===== src/rtl/cru_pkg.sv =====
// Shared constants, FSM state type and the CRU address decode helper for cru_ctrl.
package cru_pkg;

    localparam logic [3:0] CRU_SPACE       = 4'b0001;
    localparam int         DEF_NBITS       = 4;
    localparam int         DEF_SYNC_STAGES = 2;

    typedef enum logic {
        ST_IDLE   = 1'b0,
        ST_PI_ACK = 1'b1
    } cru_state_e;

    // TI numbering: addr[0] is the MSB; addr[8:14] is the bit index within the card.
    function automatic logic cru_hit(input logic [0:14] a, input logic [3:0] base,
                                     input logic [6:0] nbits);
        return (a[0:3] == CRU_SPACE) && (a[4:7] == base) && (a[8:14] < nbits);
    endfunction

endpackage


===== src/rtl/cru_ctrl_sync.sv =====
// Brings the asynchronous TI cru_clk strobe into the clk domain and emits a one-cycle
// write event together with the address/data that were sampled when the strobe first went low.
module cru_sync
    import cru_pkg::*;
#(
    parameter int SYNC_STAGES = DEF_SYNC_STAGES
) (
    input  logic        clk,
    input  logic        rst_n,
    input  logic        cru_clk_i,
    input  logic [0:14] addr_i,
    input  logic        data_i,
    output logic        wr_ev_o,
    output logic [0:14] addr_o,
    output logic        data_o
);

    // sync_q[0] is the first sample; the extra top flop gives the previous synchronized level.
    logic [SYNC_STAGES:0]   sync_q;
    logic [0:14]            addr_dl_q [SYNC_STAGES];
    logic [SYNC_STAGES-1:0] data_dl_q;

    always_ff @(posedge clk or negedge rst_n) begin
        if (!rst_n) begin
            sync_q    <= '1;
            data_dl_q <= '0;
            for (int i = 0; i < SYNC_STAGES; i++) begin
                addr_dl_q[i] <= '0;
            end
        end else begin
            sync_q       <= {sync_q[SYNC_STAGES-1:0], cru_clk_i};
            data_dl_q    <= {data_dl_q[SYNC_STAGES-2:0], data_i};
            addr_dl_q[0] <= addr_i;
            for (int i = 1; i < SYNC_STAGES; i++) begin
                addr_dl_q[i] <= addr_dl_q[i-1];
            end
        end
    end

    assign wr_ev_o = sync_q[SYNC_STAGES] & ~sync_q[SYNC_STAGES-1];
    assign addr_o  = addr_dl_q[SYNC_STAGES-1];
    assign data_o  = data_dl_q[SYNC_STAGES-1];

endmodule


===== src/rtl/cru_ctrl.sv =====
// CRU output bit register shared between TI bus writes (fixed priority) and a local
// four-phase req/ack writer, with registered TI read-back.
module cru_ctrl
    import cru_pkg::*;
#(
    parameter int NBITS       = DEF_NBITS,
    parameter int SYNC_STAGES = DEF_SYNC_STAGES
) (
    input  logic                     clk,
    input  logic                     rst_n,
    input  logic [3:0]               cru_base,
    input  logic                     cru_clk,
    input  logic [0:14]              addr,
    input  logic                     ti_cru_out,
    output logic                     ti_cru_in,
    output logic                     ti_cru_in_oe,
    input  logic                     pi_req,
    input  logic [$clog2(NBITS)-1:0] pi_idx,
    input  logic                     pi_val,
    output logic                     pi_ack,
    output logic [0:NBITS-1]         bits,
    output logic                     bits_chg
);

    localparam int         IW  = $clog2(NBITS);
    localparam logic [6:0] NB7 = 7'(NBITS);

    logic        ti_ev;
    logic [0:14] ti_addr;
    logic        ti_data;
    logic        ti_wr;
    logic [6:0]  ti_idx7;
    logic [6:0]  rd_idx7;
    logic        rd_hit;

    cru_state_e       state_q;
    logic [0:NBITS-1] bits_q, bits_d, bits_prev_q;
    logic             pi_ack_q, chg_q, rb_in_q, rb_oe_q;

    cru_sync #(.SYNC_STAGES(SYNC_STAGES)) u_sync (
        .clk       (clk),
        .rst_n     (rst_n),
        .cru_clk_i (cru_clk),
        .addr_i    (addr),
        .data_i    (ti_cru_out),
        .wr_ev_o   (ti_ev),
        .addr_o    (ti_addr),
        .data_o    (ti_data)
    );

    assign ti_wr   = ti_ev & cru_hit(ti_addr, cru_base, NB7);
    assign ti_idx7 = ti_addr[8:14];
    assign rd_idx7 = addr[8:14];
    assign rd_hit  = cru_hit(addr, cru_base, NB7);

    // A TI write always wins; the local request simply stays pending one more cycle.
    always_comb begin
        bits_d = bits_q;
        if (ti_wr) begin
            bits_d[ti_idx7[IW-1:0]] = ti_data;
        end else if (state_q == ST_IDLE && pi_req) begin
            bits_d[pi_idx] = pi_val;
        end
    end

    always_ff @(posedge clk or negedge rst_n) begin
        if (!rst_n) begin
            state_q     <= ST_IDLE;
            bits_q      <= '0;
            bits_prev_q <= '0;
            pi_ack_q    <= 1'b0;
            chg_q       <= 1'b0;
            rb_in_q     <= 1'b0;
            rb_oe_q     <= 1'b0;
        end else begin
            bits_q      <= bits_d;
            bits_prev_q <= bits_q;
            chg_q       <= (bits_q != bits_prev_q);
            rb_oe_q     <= rd_hit;
            rb_in_q     <= rd_hit ? bits_q[rd_idx7[IW-1:0]] : 1'b0;
            case (state_q)
                ST_IDLE: begin
                    if (pi_req && !ti_wr) begin
                        state_q  <= ST_PI_ACK;
                        pi_ack_q <= 1'b1;
                    end
                end
                ST_PI_ACK: begin
                    if (!pi_req) begin
                        state_q  <= ST_IDLE;
                        pi_ack_q <= 1'b0;
                    end
                end
                default: begin
                    state_q  <= ST_IDLE;
                    pi_ack_q <= 1'b0;
                end
            endcase
        end
    end

    assign bits         = bits_q;
    assign bits_chg     = chg_q;
    assign pi_ack       = pi_ack_q;
    assign ti_cru_in    = rb_in_q;
    assign ti_cru_in_oe = rb_oe_q;

endmodule

===== config.mk =====
export PLATFORM = sky130hd
export DESIGN_NAME = cru_ctrl
export DESIGN_NICKNAME = d
export VERILOG_FILES = /design/src/rtl/cru_pkg.sv /design/src/rtl/cru_ctrl_sync.sv /design/src/rtl/cru_ctrl.sv
export SDC_FILE = /design/constraint.sdc
export NUM_CORES = 1
export LEC_CHECK = 0
export CORE_ASPECT_RATIO = 0.8
export CORE_UTILIZATION = 30
export CTS_BUF_LIST = sky130_fd_sc_hd__clkbuf_8
export DETAILED_ROUTE_END_ITERATION = 6
export GPL_ROUTABILITY_DRIVEN = 0
export MAX_ROUTING_LAYER = met4
export SETUP_SLACK_MARGIN = 0.15
export SLEW_MARGIN = 15
export SYNTH_ARGS = -nofsm -noshare
export SYNTH_HDL_FRONTEND = slang
export SYNTH_HIERARCHICAL = 1
export SYNTH_SLANG_ARGS = --single-unit
export TNS_END_PERCENT = 10

===== constraint.sdc =====
create_clock -name clk -period 4.4 [get_ports clk]
set_input_delay 1.1 -clock clk [delete_from_list [all_inputs] [get_ports clk]]
set_output_delay 1.1 -clock clk [all_outputs]
set_load 0.01 [all_outputs]

==> Implementation_results.wiki, run 1 <==
{| class="wikitable"
! Metric !! Value
|-
| Run status || complete, no violations
|-
| Hold-critical path depth || 0
|-
| Post-route worst hold slack || 0.3527 ns
|-
| Rel. slew slack || 0.3204
|-
| Initial Util || 0.3162
|-
| Pins Over Slew Limit || 0
|-
| Async SR Flop Fraction || 1.000
|-
| Period Utilization, post-route || 0.5571
|-
| Actual slew at the worst max-slew pin || 1.019 ns
|-
| Share of layout cells above drive strength 1 || 0.1206
|-
| Peak fanout along the critical path || 6
|-
| Maximum clock insertion buffer count || 2
|-
| Final setup violation count || 0
|-
| Critical path data required time || 3.30 ns
|-
| Horizontal die dimension || 87.56 um
|-
| Net count after synthesis || 141
|-
| First-pass iteration count of the detailed router || 4
|-
| Root Driver || clkbuf_8
|-
| Number of max-cap violations || 0
|-
| Biggest area contributors in the synthesized netlist || dfrtp_1 64%, mux2i_1 6.8%, buf_4 6.4%, dfstp_2 4.5%, xnor2_1 3.0%
|-
| Level count of the clock H-tree || 2
|-
| Boundary Pins || 35
|-
| RSZ-0062 raised after global routing || false
|-
| Number of cell rows || 24
|-
| Worst clock skew || 0.005658 ns
|-
| Count of synthesis-stage warnings from yosys || 6
|-
| Net count reported at finish || 167
|-
| Type of element launching the critical path || flop
|-
| ANT nets after route || 0
|-
| Critical path's largest stage delay || 0.59 ns
|-
| Number of distinct library cells after synthesis || 24
|-
| Final hold violation count || 0
|-
| Number of clock sinks seen by CTS || 48
|-
| Top routing layer used || met4
|-
| Count of hold-fix buffers inserted at cts || 0
|-
| GRT Overall Usage || 0.1091
|-
| Total number of vias || 904
|-
| WP data arrival || 1.35 ns
|-
| Clock-pin slew on the worst setup and hold paths || 0.08 ns
|-
| Area share of the largest cell type after synthesis || 0.6410
|-
| Number of antenna violations at the first check in global routing || 0
|-
| Overall overflow remaining after global route || 0
|-
| Total Negative Setup Slacks || 0 ns
|-
| Sequential share of the synthesized area || 0.6859
|-
| Setup crit end kind || output port
|-
| Min Clock Period, post-route || 2.451 ns
|-
| Biggest area consumer among synthesized cells || dfrtp_1
|-
| Die footprint || 6168 um^2
|-
| Number of enable flip-flop cells after synthesis || 0
|-
| End-of-flow core utilization || 0.3957
|-
| Most frequent cells after synthesis || 45 x dfrtp_1, 15 x buf_4, 12 x mux2i_1, 6 x xnor2_1, 6 x xor2_1
|-
| Reported leakage power || 0.8919 nW
|-
| Top Family by Delay on Critical Path || buffers and inverters
|-
| DR iter-0 viols || 15
|-
| Wire length of the first global-routing pass || 4692 um
|-
| Peak supply drop || 0.0001295 V
|-
| Post-synthesis register bit count || 48
|-
| Primary FF master, synth || dfrtp_1
|-
| Slowest stage cell on the critical path || clkdlybuf4s50_1
|-
| Post-detailed-placement half-perimeter wirelength || 2025 um
|-
| PostCTS Resize Cnt || 0
|-
| Synth Area per Inst || 15.41 um^2
|-
| Metal1 wirelength || 1280 um
|-
| Number of buffers created by CTS || 5
|-
| Power per standard cell area || 427.6 nW/um^2
|-
| Type of the most critical hold path || reg2reg
|-
| TritonCTS clock tree || yes
|-
| Placed Instance Area || 2077 um^2
|-
| Combined buffer and inverter count along the critical path || 1
|-
| Vertical die dimension || 70.45 um
|-
| # diodes || 0
|-
| Critical path, cell by cell || clkdlybuf4s50_1
|-
| Post-route design area || 2198 um^2
|-
| Syn Std Cell Area || 1757 um^2
|-
| Pin count of the biggest net entering global routing || 49
|-
| Post-detailed-route via-to-cell ratio || 4.128
|-
| Kind of critical path || reg2out
|-
| Number of global-route vias before repair || 1,008
|-
| Count leader, synth || dfrtp_1
|-
| Gate count of the mapped netlist || 114
|-
| Post-layout power || 0.9400 mW
|-
| Met3 wire length || 145 um
|-
| Clock latency reported for the late side of the worst-skew pair || 0.29 ns
|-
| Core area || 5555 um^2
|-
| Post-CTS setup-driven buffer insertion count || 0
|-
| Top achievable clock speed || 408.0 MHz
|-
| DR WL met2 || 1240 um
|-
| Area growth syn-to-layout || 25.14%
|-
| Port bufs || 34
|-
| Post-route DRC || 0
|-
| Count of cell instances traversed by the critical path || 1
|-
| Final wirelength || 2739 um
|-
| Avg WL per Cell || 12.51 um
|-
| Depth of the most critical reg-to-reg path || 5
|}
-- per-layer routing --
metal	vias up	GRT usage
li1	422	-
met1	451	0.1389
met2	23	0.1545
met3	8	0.03310
met4	0	0.06011
met5	-	-
-- cell families (layout without fill, tap and decap cells) --
kind of cell,count (synthesis),after routing,share of synthesized area
flip-flops,48,48,0.6859
AND/OR/NAND/NOR,22,22,0.09686
buffers and inverters,16,43,0.06624
multiplexers,13,13,0.08120
XOR/XNOR,12,12,0.05983
AO/OA/AOI/OAI,3,3,0.009973
-- power breakdown --
| group | internal [mW] | switching [mW] | leakage (nW) |
|---|---|---|---|
| Combinational | 0.0696 | 0.0449 | 0.270 |
| Clock | 0.186 | 0.135 | 0.0614 |
| Sequential | 0.478 | 0.0272 | 0.561 |
| Total | 0.733 | 0.207 | 0.892 |
-- area by class of cell --
cell class	count	area, um^2
Sequential cell	48	1205
Multi-Input combinational cell	50	435.4
Tap cell	78	97.59
Clock buffer	6	82.58
Fill cell	514	3357
Clock inverter	2	38.79
Inverter	1	3.754
Timing Repair Buffer	34	335.3
-- registers in the layout (all words and copies together), names as in the netlist --
name	flops
bits_prev_q	4
ti_cru_in_oe	1
u_sync/sync_q	3
pi_ack	1
state_q	1
bits	4
u_sync/addr_dl_q	15
ti_cru_in	1
bits_chg	1
u_sync/addr_o	15
u_sync/data_dl_q	2
-- worst paths after layout --
check	from	endpoint	slack, ns
setup / recovery	bits[0]	bits[0]	1.95
hold / removal	u_sync/addr_dl_q[24]	u_sync/addr_o[5]	0.35
setup reg to reg	u_sync/sync_q[2]	bits[0]	2.69
hold reg to reg	u_sync/addr_dl_q[24]	u_sync/addr_o[5]	0.35
max in group asynchronous	rst_n	bits[0]	2.79
min in group asynchronous	rst_n	u_sync/addr_dl_q[27]	0.98
-- per-stage QoR --
step | std cells | setup slack, ns
after floorplan | 114 | 2.417
after global placement | 211 | 1.725
after detailed placement | 211 | 1.684
after CTS | 219 | 1.933
after global routing | 219 | 1.881
final | 219 | 1.949
-- placed cells by master (no fill, tap or decap), types with 2 or more instances in the layout --
cell type,instances
clkbuf_8,6
clkdlybuf4s50_1,33
dfrtp_1,45
dfstp_2,3
mux2i_1,12
nand2b_1,2
nand4_1,4
nor2_1,2
nor2b_1,2
nor3_1,2
nor3b_1,2
o21ai_0,2
xnor2_1,6
xor2_1,6
No activity file was read; power rests on OpenSTA's default activity.
==> inputs of run 2 (changes only) <==
clock period = 2.26 ns   (was 4.4 ns; I/O delays follow)
==> Implementation_results.wiki, run 2 (synthesis results as in run 1) <==
{| class="wikitable"
! Metric !! Value
|-
| Setup crit end kind || output port
|-
| Pin count of the biggest net entering global routing || 36 (-27%)
|-
| Post-detailed-route via-to-cell ratio || 3.991 (-3.3%)
|-
| First-pass iteration count of the detailed router || 4 (unchanged)
|-
| DR iter-0 viols || 25 (+10)
|-
| Highest-count cells in the layout ignoring fill and taps || 45 x dfrtp_1, 33 x clkdlybuf4s50_1, 12 x mux2i_1
|-
| Number of max-cap violations || 0 (unchanged)
|-
| Critical path, cell by cell || clkdlybuf4s50_1
|-
| Pre-CTS setup slack || 0.06261 ns (-1.621 ns)
|-
| TritonCTS clock tree || yes
|-
| Overall overflow remaining after global route || 0 (unchanged)
|-
| Power per standard cell area || 841.2 nW/um^2 (+97%)
|-
| Number of antenna violations at the first check in global routing || 0 (unchanged)
|-
| Sequential share of power || 0.529 (-0.008)
|-
| Actual slew at the worst max-slew pin || 0.7190 ns (-0.3004 ns)
|-
| Critical path's largest stage delay || 0.58 ns (about the same)
|-
| Run status || complete, no violations
|-
| Post-layout power || 1.860 mW (+98%)
|-
| Root Driver || clkbuf_8
|-
| Min Clock Period, post-route || 1.915 ns
|-
| Peak supply drop || 0.0002592 V (+100%)
|-
| WP data arrival || 1.35 ns (about the same)
|-
| Number of clock sinks seen by CTS || 48 (unchanged)
|-
| Post-route DRC || 0 (unchanged)
|-
| Count of hold-fix buffers inserted at cts || 0 (unchanged)
|-
| Kind of critical path || reg2out
|-
| Post-detailed-placement half-perimeter wirelength || 2136 um (+5.5%)
|-
| Reported leakage power || 0.8998 nW (+0.88%)
|-
| Share of layout cells above drive strength 1 || 0.1268 (+0.006193)
|-
| Period Utilization, post-route || 0.8473
|-
| ANT nets after route || 0 (unchanged)
|-
| Placed Instance Area || 2085 um^2 (+0.36%)
|-
| # diodes || 0 (unchanged)
|-
| Top achievable clock speed || 522.2 MHz
|-
| Die footprint || 6168 um^2 (unchanged)
|-
| Critical path data required time || 1.69 ns (-1.61 ns)
|-
| Setup slack of the critical path after layout || 0.3451 ns (-1.604 ns)
|-
| Area growth syn-to-layout || 25.85%
|-
| Type of element launching the critical path || flop
|-
| Type of the most critical hold path || in2async
|-
| Net load switching power || 0.4027 mW (+95%)
|-
| Net count reported at finish || 168 (+0.60%)
|-
| FILL cells || 531 (+3.3%)
|-
| Number of global-route vias before repair || 943 (-6.4%)
|-
| Peak fanout along the critical path || 6 (unchanged)
|-
| GRT Overall Usage || 0.1083 (-0.0008355)
|-
| Level count of the clock H-tree || 2 (unchanged)
|-
| Avg WL per Cell || 12.58 um (+0.60%)
|-
| Share of power burned in the clock network || 0.351 (+0.010)
|-
| Post-route design area || 2211 um^2 (+0.57%)
|-
| Maximum clock insertion buffer count || 2 (unchanged)
|-
| Boundary Pins || 35 (unchanged)
|-
| Clock-pin slew on the worst setup and hold paths || 0.08 ns (about the same)
|-
| Vertical die dimension || 70.45 um (unchanged)
|-
| Final setup violation count || 0 (unchanged)
|-
| PostCTS Resize Cnt || 0 (unchanged)
|-
| Slowest stage cell on the critical path || clkdlybuf4s50_1
|-
| Total number of vias || 878 (-2.9%)
|-
| Share of total power in combinational logic || 0.121 (about the same)
|-
| Total Negative Setup Slacks || 0 ns (unchanged)
|-
| Initial Util || 0.3162 (unchanged)
|-
| Cell-internal power || 1.457 mW (+99%)
|-
| Most frequent standard cell in the layout excluding fill and tap cells || dfrtp_1
|-
| Net switching share of the total power || 0.2165 (-0.003593)
|-
| Combined buffer and inverter count along the critical path || 1 (unchanged)
|-
| Horizontal die dimension || 87.56 um (unchanged)
|-
| Final wirelength || 2768 um (+1.1%)
|-
| Post-route worst hold slack || 0.3137 ns (-0.03900 ns)
|-
| Worst clock skew || 0.008262 ns (+0.002604 ns)
|-
| Rel. slew slack || 0.5206 (+0.2003)
|-
| Final hold violation count || 0 (unchanged)
|-
| Top Family by Delay on Critical Path || buffers and inverters
|-
| Port bufs || 34 (unchanged)
|-
| Pins Over Slew Limit || 0 (unchanged)
|-
| Clock latency reported for the late side of the worst-skew pair || 0.30 ns (about the same)
|-
| Number of cell rows || 24 (unchanged)
|-
| RSZ-0062 raised after global routing || false
|-
| Core area || 5555 um^2 (unchanged)
|-
| Post-CTS setup-driven buffer insertion count || 0 (unchanged)
|-
| Number of buffers created by CTS || 5 (unchanged)
|-
| Wire length of the first global-routing pass || 4602 um (-1.9%)
|}
[run 2: cell count changes in the layout (fill, tap and decap cells not counted), sizes merged]
cell	change
buf	+1
clkbuf	+1
clkinv	-1
[run 2: worst register-to-register path, stage by stage (launching register included)]
cell and delay (ns):
dfstp_2 0.52, nor2b_4 0.11, nor2b_1 0.15, nand4_1 0.17, nor4_4 0.44, mux2i_1 0.26
[run 2: final timing paths]
kind / start / to / slack (ns) / depth (start not counted)
max: bits[1] / bits[1] / 0.35 / 1
min: rst_n / u_sync/addr_o[6] / 0.31 / 1
max reg2reg: u_sync/sync_q[2] / bits[0] / 0.53 / 5
min reg2reg: u_sync/addr_dl_q[29] / u_sync/addr_o[0] / 0.35 / 0
max in group asynchronous: rst_n / pi_ack / 1.28 / 2
min in group clk: u_sync/addr_dl_q[29] / u_sync/addr_o[0] / 0.35 / 0
[run 2: metrics by stage]
| stage | utilization | cells |
|---|---|---|
| finish | 0.3980 | 220 |
| global route | 0.3980 | 220 |
| CTS | 0.3980 | 220 |
| detailed placement | 0.3752 | 212 |
| global placement | 0.3752 | 212 |
| floorplan | - | 114 |
[run 2: area by class of cell]
cell class              count  area (um^2)  share of cell area
flip-flops and latches     48         1205              0.5450
repair buffers             35        342.8              0.1551
multi-input cells          50        435.4              0.1969
clock inverters             1        30.03             0.01358
well taps                  78        97.59             0.04414
inverters                   1        3.754            0.001698
clock buffers               7        96.34             0.04358
[run 2: power groups by stage]
stage | Sequential [mW] | Clock (mW) | Combinational (mW)
2_1_floorplan | 0.995 | 0 | 0.108
3_3_place_gp | 0.999 | 0 | 0.223
3_5_place_dp | 1.00 | 0 | 0.229
4_1_cts | 0.985 | 0.675 | 0.230
5_1_grt | 0.995 | 0.707 | 0.246
6_report | 0.983 | 0.652 | 0.225
[run 2: routing by layer]
layer	global-route usage	routed length [um]	vias to the layer above	share of wire
met2	0.1476	1245	20	0.45
li1	-	-	425	-
met5	-	0	-	0
met1	0.1379	1333	425	0.48
met3	0.03664	109	8	0.039
met4	0.06557	80	0	0.029
==> inputs of run 3 (changes only) <==
clock period = 1.57 ns   (was 2.26 ns; I/O delays follow)
==> Implementation_results.wiki, run 3 (synthesis results as in run 1) <==
{| class="wikitable"
! Metric !! Value
|-
| Final setup violation count || 0 (unchanged)
|-
| Met3 track demand over resource in global routing || 0.04728 (+0.01064)
|-
| Post-route DRC || 0 (unchanged)
|-
| Hold-critical path depth || 0
|-
| WP data arrival || 1.79 ns (+0.44 ns)
|-
| Initial Util || 0.3162 (unchanged)
|-
| Final hold violation count || 0 (unchanged)
|-
| DR iter-0 viols || 35 (+40%)
|-
| Peak supply drop || 0.0004873 V (+88%)
|-
| Post-layout power || 2.682 mW (+44%)
|-
| Clock latency reported for the late side of the worst-skew pair || 0.31 ns (about the same)
|-
| Run status || complete, no violations
|-
| Power per standard cell area || 1155 nW/um^2 (+37%)
|-
| Non-filler cells, final || 230 (+4.5%)
|-
| Highest-count cells in the layout ignoring fill and taps || 45 x dfrtp_1, 25 x clkdlybuf4s50_1, 11 x mux2i_1
|-
| Period Utilization, post-route || 0.9955
|-
| Die footprint || 6168 um^2 (unchanged)
|-
| Number of antenna violations at the first check in global routing || 0 (unchanged)
|-
| Number of clock sinks seen by CTS || 48 (unchanged)
|-
| Final wirelength || 2987 um (+7.9%)
|-
| Cell count after placement || 221 (+4.2%)
|-
| Number of buffers created by CTS || 5 (unchanged)
|-
| Area growth syn-to-layout || 32.19%
|-
| Critical path, cell by cell || nor2b_4, nor2b_4, nand4_1, nor4_4, buf_6, mux2i_2
|-
| Wire length of the first global-routing pass || 5043 um (+9.6%)
|-
| Type of element launching the critical path || flop
|-
| Pin count of the biggest net entering global routing || 36 (unchanged)
|-
| RSZ-0062 raised after global routing || true
|-
| Total number of vias || 926 (+5.5%)
|-
| Setup slack of the critical path after layout || 0.007130 ns (-0.3380 ns)
|-
| Root Driver || clkbuf_8
|-
| Maximum clock insertion buffer count || 2 (unchanged)
|-
| Pre-CTS setup slack || -0.2904 ns (-0.3530 ns)
|-
| Level count of the clock H-tree || 2 (unchanged)
|-
| Number of cell rows || 24 (unchanged)
|-
| Most used routing layer || met2
|-
| # diodes || 0 (unchanged)
|-
| Number of max-cap violations || 0 (unchanged)
|-
| Horizontal die dimension || 87.56 um (unchanged)
|-
| Slowest stage cell on the critical path || dfstp_2
|-
| Share of layout cells above drive strength 1 || 0.2105 (+0.08377)
|-
| Overall overflow remaining after global route || 0 (unchanged)
|-
| Number of global-route vias before repair || 1,030 (+9.2%)
|-
| Rel. slew slack || 0.7628 (+0.2422)
|-
| Most frequent standard cell in the layout excluding fill and tap cells || dfrtp_1
|-
| Critical Path Most Common Cell || nor2b_4
|-
| Met2 track demand over resource || 0.1719 (+0.02431)
|-
| Avg WL per Cell || 12.99 um (+3.2%)
|-
| Post-CTS setup-driven buffer insertion count || 0 (unchanged)
|-
| Port bufs || 34 (unchanged)
|-
| Kind of critical path || reg2reg
|-
| ANT nets after route || 0 (unchanged)
|-
| Total Negative Setup Slacks || 0 ns (unchanged)
|-
| Pins Over Slew Limit || 0 (unchanged)
|-
| Critical path's largest stage delay || 0.53 ns (-0.05 ns)
|-
| FILL cells || 509 (-4.1%)
|-
| Top achievable clock speed || 639.8 MHz
|-
| Type of the most critical hold path || reg2reg
|-
| Post-detailed-route via-to-cell ratio || 4.026 (+0.88%)
|-
| Peak fanout along the critical path || 6 (unchanged)
|-
| Actual slew at the worst max-slew pin || 0.3558 ns (-0.3633 ns)
|-
| Core area || 5555 um^2 (unchanged)
|-
| Net count reported at finish || 178 (+6.0%)
|-
| Worst clock skew || 0.008494 ns (+0.0002320 ns)
|-
| Vertical die dimension || 70.45 um (unchanged)
|-
| GRT Overall Usage || 0.1195 (+0.01123)
|-
| Clock-pin slew on the worst setup and hold paths || 0.09 ns (about the same)
|-
| Min Clock Period, post-route || 1.563 ns
|-
| Met1 Track Usage GR || 0.1450 (+0.007119)
|-
| Boundary Pins || 35 (unchanged)
|-
| First-pass iteration count of the detailed router || 4 (unchanged)
|-
| Setup crit end kind || flop
|-
| Post-route worst hold slack || 0.3508 ns (+0.03713 ns)
|-
| Post-detailed-placement half-perimeter wirelength || 2181 um (+2.1%)
|-
| Critical path data required time || 1.80 ns (+0.11 ns)
|-
| TritonCTS clock tree || yes
|-
| Reported leakage power || 0.9683 nW (+7.6%)
|-
| Depth of the most critical reg-to-reg path || 6 (+1)
|}
==> run 3: power breakdown <==
| group | internal (mW) | switching [mW] | total (mW) |
|---|---|---|---|
| Clock | 0.479 | 0.421 | 0.901 |
| Sequential | 1.34 | 0.0457 | 1.39 |
| Combinational | 0.221 | 0.175 | 0.396 |
==> run 3: layout make-up <==
cell class	instances	area, um^2	area share
inverter	1	3.754	0.001616
tap	78	97.59	0.04203
sequential	48	1205	0.5189
timing repair buffer	45	427.9	0.1843
clock buffer	5	68.82	0.02963
multi-input combinational	50	473.0	0.2037
clock inverter	3	46.29	0.01994
==> run 3: metrics by stage <==
step / util / instance area [um^2]
global route: 0.4180 / 2322
floorplan: - / 1757
detailed placement: 0.3896 / 2165
global placement: 0.3896 / 2165
CTS: 0.4144 / 2302
finish: 0.4180 / 2322
==> run 3: timing repair <==
action | CTS | global route
endpoints found under the setup margin | 16 | 9
gates cloned | 0 | 0
hold endpoints to repair | 13 | 0
pin swaps | 1 | 0
resized for setup | 12 | 5
hold buffers | 1 | 0
==> run 3: layer usage <==
layer / part of all wire / routed length, um
met1: 0.47 / 1410
met2: 0.46 / 1360
met3: 0.047 / 140
met4: 0.025 / 75
met5: 0 / 0
==> run 3: worst paths after layout <==
path,from,endpoint,slack [ns]
hold reg to reg,u_sync/addr_dl_q[16],u_sync/addr_o[13],0.35
setup reg to reg,u_sync/sync_q[2],bits[0],0.007
min in group asynchronous,rst_n,bits[0],0.53
hold / removal,u_sync/addr_dl_q[16],u_sync/addr_o[13],0.35
setup / recovery,u_sync/sync_q[2],bits[0],0.007
max in group asynchronous,rst_n,u_sync/sync_q[1],0.50
==> run 3: worst max-delay path, delay by kind of cell (launching register included) <==
family / cells / cell delay (ns)
buffers and inverters: 1 / 0.17
DFF: 1 / 0.53
muxes: 1 / 0.21
and+or+nand+nor: 4 / 0.58
